===== src/rtl/usb_rx_ctrl_param.sv =====
// rtl/usb_rx_ctrl_param.sv - USB receive control FSM: SYNC check, byte strobes, length bound, errors.
// Optional PID complement check enabled by defining RCU_PID_CHECK_EN.
module usb_rx_ctrl_param #(
    parameter int                DATA_W       = 8,
    parameter logic [DATA_W-1:0] SYNC_PATTERN = 8'h80,
    parameter int                MAX_BYTES    = 64,
    parameter int                CNT_W        = 7
) (
    input  logic              clk,
    input  logic              n_rst,
    input  logic              d_edge,
    input  logic              eop,
    input  logic              shift_enable,
    input  logic [DATA_W-1:0] rcv_data,
    input  logic              byte_received,
    output logic              rcving,
    output logic              w_enable,
    output logic              r_error,
    output logic              pkt_done,
    output logic [CNT_W-1:0]  byte_count
);
    localparam int BIT_W = (DATA_W > 1) ? $clog2(DATA_W) : 1;

    typedef enum logic [2:0] {
        IDLE, RCV_SYNC, CMP_SYNC, RCV_BYTE, STORE, EOP_WAIT, ERR_WAIT, EIDLE
    } state_t;

    state_t             r_state;
    state_t             w_next;
    logic [BIT_W-1:0]   r_bit_cnt;
    logic [CNT_W-1:0]   r_byte_count;
    logic               r_rcving;
    logic               r_w_enable;
    logic               r_err;
    logic               r_pkt_done;
    logic               w_eop_s;
    logic               w_pid_bad;

    assign w_eop_s = eop & shift_enable;

`ifdef RCU_PID_CHECK_EN
    // Set while the next byte is the PID, i.e. the first byte after SYNC.
    logic r_pid_pend;
    assign w_pid_bad = r_pid_pend & (rcv_data[7:4] != ~rcv_data[3:0]);
`else
    assign w_pid_bad = 1'b0;
`endif

    always_comb begin
        w_next = r_state;
        case (r_state)
            IDLE:     if (d_edge) w_next = RCV_SYNC;
            RCV_SYNC: begin
                if (byte_received)  w_next = CMP_SYNC;
                else if (w_eop_s)   w_next = ERR_WAIT;
            end
            CMP_SYNC: w_next = (rcv_data == SYNC_PATTERN) ? RCV_BYTE : ERR_WAIT;
            RCV_BYTE: begin
                // A completed byte wins over EOP in the same clock; EOP is seen again next bit.
                if (byte_received)  w_next = w_pid_bad ? ERR_WAIT : STORE;
                else if (w_eop_s)   w_next = (r_bit_cnt == '0) ? EOP_WAIT : ERR_WAIT;
            end
            STORE:    w_next = (r_byte_count == CNT_W'(MAX_BYTES)) ? ERR_WAIT : RCV_BYTE;
            EOP_WAIT: if (d_edge) w_next = IDLE;
            ERR_WAIT: if (w_eop_s) w_next = EIDLE;
            EIDLE:    if (d_edge) w_next = RCV_SYNC;
            default:  w_next = IDLE;
        endcase
    end

    // Outputs are registered from the next state so they track the state register exactly.
    always_ff @(posedge clk or negedge n_rst) begin
        if (!n_rst) begin
            r_state      <= IDLE;
            r_bit_cnt    <= '0;
            r_byte_count <= '0;
            r_rcving     <= 1'b0;
            r_w_enable   <= 1'b0;
            r_err        <= 1'b0;
            r_pkt_done   <= 1'b0;
`ifdef RCU_PID_CHECK_EN
            r_pid_pend   <= 1'b0;
`endif
        end else begin
            r_state    <= w_next;
            r_rcving   <= (w_next != IDLE) && (w_next != EIDLE);
            r_w_enable <= (w_next == STORE);
            r_err      <= (w_next == ERR_WAIT) || (w_next == EIDLE);
            r_pkt_done <= (r_state == EOP_WAIT) && (w_next == IDLE);

            if (w_next == RCV_SYNC && r_state != RCV_SYNC)
                r_byte_count <= '0;
            else if (w_next == STORE && r_byte_count != {CNT_W{1'b1}})
                r_byte_count <= r_byte_count + 1'b1;

            if (byte_received || (w_next == RCV_BYTE && r_state != RCV_BYTE))
                r_bit_cnt <= '0;
            else if (r_state == RCV_BYTE && shift_enable)
                r_bit_cnt <= r_bit_cnt + 1'b1;

`ifdef RCU_PID_CHECK_EN
            if (r_state == CMP_SYNC)
                r_pid_pend <= 1'b1;
            else if (r_state == RCV_BYTE && byte_received)
                r_pid_pend <= 1'b0;
`endif
        end
    end

    assign rcving     = r_rcving;
    assign w_enable   = r_w_enable;
    assign r_error    = r_err;
    assign pkt_done   = r_pkt_done;
    assign byte_count = r_byte_count;
endmodule


===== config.mk =====
export PLATFORM = sky130hd
export DESIGN_NAME = usb_rx_ctrl_param
export DESIGN_NICKNAME = d
export VERILOG_FILES = /design/src/rtl/usb_rx_ctrl_param.sv
export SDC_FILE = /design/constraint.sdc
export NUM_CORES = 1
export LEC_CHECK = 0
export BUFFER_PORTS_ARGS = -buffer_cell sky130_fd_sc_hd__buf_2
export CAP_MARGIN = 40
export CORE_MARGIN = 2
export CORE_UTILIZATION = 55
export CTS_CLUSTER_DIAMETER = 150
export CTS_CLUSTER_SIZE = 28
export DETAILED_ROUTE_END_ITERATION = 6
export PLACE_DENSITY = 0.81
export SLEW_MARGIN = 5
export SYNTH_ARGS = -nofsm -noshare
export SYNTH_HDL_FRONTEND = slang
export SYNTH_SLANG_ARGS = --single-unit

===== constraint.sdc =====
create_clock -name clk -period 4.2 [get_ports clk]
set_input_delay 0.21 -clock clk [delete_from_list [all_inputs] [get_ports clk]]
set_output_delay 0.21 -clock clk [all_outputs]
set_load 0.02 [all_outputs]

== Word level (Yosys, flattened, before mapping) ==
Cells that the tools add are included.
W data, S select, Z words.
Operators by class
  add/subtract/negate cells: 2
  eq/ne operators: 18
  mux-type cells: 15
  bitwise logic cells: 1
  reduce and logical (&&, ||, !) cells: 15
Operators by type and width (count)
  $mux W3: 11
  $eq A3 B3 Y1 const B: 7
  $pmux W3 S7: 1
  $mux W7: 2
  $eq A3 B2 Y1 const B: 3
  $logic_not A3 Y1: 3
  $eq A8 B8 Y1 const B: 1
  $add A7 B1 Y7 const B: 1
  $eq A7 B7 Y1 const B: 1
  $ne A7 B7 Y1 const B: 1
  $eq A3 B1 Y1 const B: 2
  $logic_and A1 B1 Y1: 6
  $reduce_bool A2 Y1: 2
  $add A3 B1 Y3 const B: 1
  $ne A3 B1 Y1 const B: 1
  $ne A3 B2 Y1 const B: 1
  $ne A3 B3 Y1 const B: 1
  $reduce_bool A3 Y1: 1
  $logic_or A1 B1 Y1: 2
  $mux W2: 1
  $reduce_or A2 Y1: 1
  $and A1 B1 Y1: 1
Storage, ports and cells
  flip-flop bits (word level): 17
  logic and storage cells: 58

== Depth between registers and ports, before layout ==
  word-level depth: 9
  gate-level depth with buffers: 9

== Least setup slack after synthesis ==
No wires, ideal clock.
  path kind: reg2reg
  start point: register r_byte_count[0] (netlist: byte_count[0])
  end point: register r_byte_count[6] (netlist: byte_count[6])
  arrival: 1980 ps
  data required time: 4065 ps
  path slack: 2085 ps
  stages on the path, launching flop included: 9
  path buffers: 0
  cells stage by stage: dfrtp_1 inv_1 ha_1 and4b_1 a32o_1 nor3_2 inv_1 a211oi_2 nor2_1
Between the ends
  word-level cells in the longest chain between the ends: 6
Ends and longest elaborated chain
  start, declared: line 31  | logic [CNT_W-1:0] r_byte_count;
  start signal, assigned: line 94  | r_byte_count <= r_byte_count + 1'b1;
  $eq A7 B7 Y1 (*): line 63  | STORE: w_next = (r_byte_count == CNT_W'(MAX_BYTES)) ? ERR_WAIT : RCV_BYTE;
  $mux W3 (*): line 63
  $pmux W3 S7 (*): line 51  | case (r_state)
  net w_next[2]: line 29  | state_t w_next;
  $eq A3 B1 Y1 / $eq A3 B3 Y1 (equally long branches): line 91, 93
  $logic_and A1 B1 Y1 (on tied branches): line 91, 93
  $mux W7 / $reduce_bool A2 Y1 (equally long branches)
The timed path passes the listed nets; every way through them passes the cells marked *. The select of a mux whose other input is x is not followed.
A chain may end at the register's enable or synchronous reset.

== Worst setup path in the final report ==
  start point: register r_byte_count[3] (netlist: byte_count[3])
  end point: register r_byte_count[5] (netlist: byte_count[5])
Between the ends
  word-level cells in the longest chain between the ends: 6
Ends and longest elaborated chain (line)
  $eq A7 B7 Y1: 63
  $mux W3: 63
  $pmux W3 S7: 51
  $eq A3 B1 Y1 / $eq A3 B3 Y1 (equally long branches): 91, 93
  $logic_and A1 B1 Y1 (on tied branches): 91, 93
  $mux W7 / $reduce_bool A2 Y1 (equally long branches)
Several ways; a longest one is shown, not always the timed one. The select of a mux whose other input is x is not followed.

==> results.json <==
{
  "vdd_drop_max_mv": 0.5185,
  "ys_warn_count": 0,
  "critPathCaptureType": "flip-flop",
  "clockBufferDepth": 2,
  "grt_use_total_pct": 22.92,
  "holdPathEnd": "r_bit_cnt[1]",
  "hold_viol_final": 0,
  "r2r_cells": 6,
  "antenna_left": 0,
  "status": "complete, no violations",
  "relSlewSlack_pct": 55.52,
  "drv_cap": 0,
  "antenna_cells": 0,
  "gr-total-overflow": 0,
  "cts_tree": "done",
  "p_int_uw": 388.2,
  "dieArea_mm2": 0.002391,
  "hp-class": "in -> reg",
  "grt_pass1_vias": 972,
  "num_io_pins": 25,
  "core_mm2": 0.001922,
  "htree_levels": 1,
  "synth_nets": 143,
  "power_switching_share_pct": 51.15,
  "port-buffer-count": 24,
  "yosys.area.top_type_share_pct": 38.37,
  "yosysTopAreaCell": "dfrtp_1",
  "tns_ps": 0,
  "avgSynthCellArea_um2": 8.869,
  "synth.most_common_cell": "dfrtp_1",
  "worstSetupPathType": "reg -> reg",
  "worst_clock_skew_ps": 6.508,
  "setup_viol": 0,
  "layout_min_cycle_time_ps": 2475,
  "net-switching-power_uw": 406.4,
  "syn_to_final_growth_pct": 15.91,
  "cts_buffers": 3,
  "power.leakage_uw": 0.0005850,
  "drv_slew": 0,
  "startpoint_type": "flip-flop",
  "layout-drive-gt1-share_pct": 22.00,
  "hp-start": "shift_enable",
  "max_stage_delay_ps": 530,
  "synth_flop_cell": "dfrtp_1",
  "async_flop_share_pct": 100.0,
  "r2r_slack_ps": 1720,
  "crit_chain": "nor4_1, nand3_1, a211oi_4, inv_2, or4_1, a21oi_1",
  "min_period_over_period_pct": 58.94,
  "dp_hpwl_mm": 1.894,
  "seq_power_share_pct": 33.6,
  "pwr-share-clk_pct": 11.3,
  "pwr-share-comb_pct": 55.1,
  "post-cts-setup-buffer-count": 0,
  "drt_wl_total_mm": 2.504,
  "grt-busiest-layer": "met2",
  "grt_max_degree": 18,
  "routed_via_density": 5.977,
  "met1_usage_pct": 30.32,
  "use_met2_pct": 37.21,
  "worstReg2RegEnd": "byte_count[5]",
  "gp_congestion": 0.8922,
  "antenna_found_initial": 0,
  "die_w_um": 48.90,
  "fmax_mhz": 404.0,
  "cp_max_fo": 15,
  "worst_pin_slew_ps": 667.1,
  "die_y_um": 48.90,
  "synth_cells": 125,
  "ys_ff_latch": 17,
  "num_rows": 16,
  "grt_use_met3_pct": 4.601,
  "synthTopCellsByArea": "dfrtp_1, o31ai_1, a21oi_1",
  "drt_iter0_markers": 36,
  "post_cts_resized": 0,
  "hold_path_depth": 3,
  "clkLatencyLatePin_ps": 300,
  "r2r-start": "byte_count[3]",
  "root_buffer": "clkbuf_4",
  "cts.clk_slew.worst_paths_ps": 100,
  "num_vias": 1058,
  "firstDrtPassIters": 4,
  "start_util_pct": 57.68,
  "power_density_mw_per_mm2": 618.4,
  "synthesis.area_mm2": 0.001109,
  "cts.sinks": 17,
  "worstSetupStartpoint": "byte_count[3]",
  "fin_cells": 177,
  "synth_edf_count": 0,
  "drt-wirelength-per-cell_um": 14.15,
  "yosysUniqueCellTypes": 40,
  "grt_pass1_wl_mm": 4.278,
  "worstPathRequired_ps": 4420,
  "nets": 169,
  "yosysSeqAreaShare_pct": 38.37,
  "ys_top_cells_by_count": "dfrtp_1, a21oi_1, o31ai_1",
  "grt_setup_unrepaired": "false",
  "place_inst": 172,
  "drcViolationCount": 0,
  "crit_slowest_cell": "or4_1",
  "crit_arrival_ps": 2700
}
## worst max-delay path, delay by kind of cell (launching register included)
family                 cells  cell delay [ps]
AND/OR/NAND/NOR            3             1230
AO/OA/AOI/OAI              2              530
flip-flops                 1              450
buffers and inverters      1              190
## layout by cell type (no fill, tap or decap), types with 2 or more instances in the layout
cell       n
and4b_1    2
nor3_1     4
and3_1     2
or4_1      4
clkbuf_4   3
o21ai_0    2
o311ai_0   2
nand2b_1   2
nor2_1     8
buf_2     24
a31oi_1    3
nand2_1    9
nor4_1     2
and2_1     3
nand4_1    2
dfrtp_1   17
nand3_1    5
ha_1       4
a21oi_1   10
inv_1      9
o31ai_1   10
nand3b_1   3
## registers in the layout (all words and copies together) (netlist names)
name        cells
pkt_done        1
r_error         1
rcving          1
w_enable        1
byte_count      7
r_state         3
r_bit_cnt       3
## how the worst max path moves through the flow
stage                         end  depth (start not counted)
finish              byte_count[5]                          6
global route        byte_count[5]                          6
CTS                 byte_count[5]                          6
detailed placement  byte_count[4]                          6
global placement    byte_count[3]                          6
floorplan           byte_count[6]                          8
## area by class of cell
class | instances | area, um^2
sequential | 17 | 425.4
inverter | 10 | 37.54
tap | 27 | 33.78
clock buffer | 3 | 22.52
fill | 171 | 636.9
clock inverter | 1 | 7.507
timing repair buffer | 25 | 130.1
multi-input combinational | 94 | 628.1
## timing repair
item	in CTS	in global routing
hold endpoints to repair	17	0
endpoints found under the setup margin	0	0
hold buffers	1	0
## metal layers
metal,part of all wire [%],wire length [um]
met1,45,1127
met2,47,1175
met3,6.4,160
met4,1.7,42
met5,0,0
## per-stage QoR
stage               instance area (um^2)  utilization [%]  setup WS (ps)  total power [uW]  hold WS, ps
global placement                    1245            64.78           1863             691.9        137.3
CTS                                 1285            66.86           1736             792.1        208.2
floorplan                           1109                -           2085             596.8       -85.59
detailed placement                  1245            64.78           1766             701.0        143.9
global route                        1285            66.86           1570             854.8        230.1
finish                              1285            66.86           1725             794.6        206.2
## cell families after synthesis
logic type	share of synthesized area (%)
XOR/XNOR	1.580
buffers and inverters	4.966
adder cells (fa/ha/maj)	4.515
flip-flops	38.37
AND/OR/NAND/NOR	26.07
AO/OA/AOI/OAI	24.49
## power groups by stage
stage / Combinational (uW) / Clock, uW / Sequential [uW]
floorplan: 327 / 0 / 270
finish: 438 / 89.6 / 267
global placement: 424 / 0 / 268
global route: 479 / 98.0 / 278
detailed placement: 432 / 0 / 269
CTS: 436 / 90.7 / 265
Note: power is estimated with default switching activity, not from simulation.
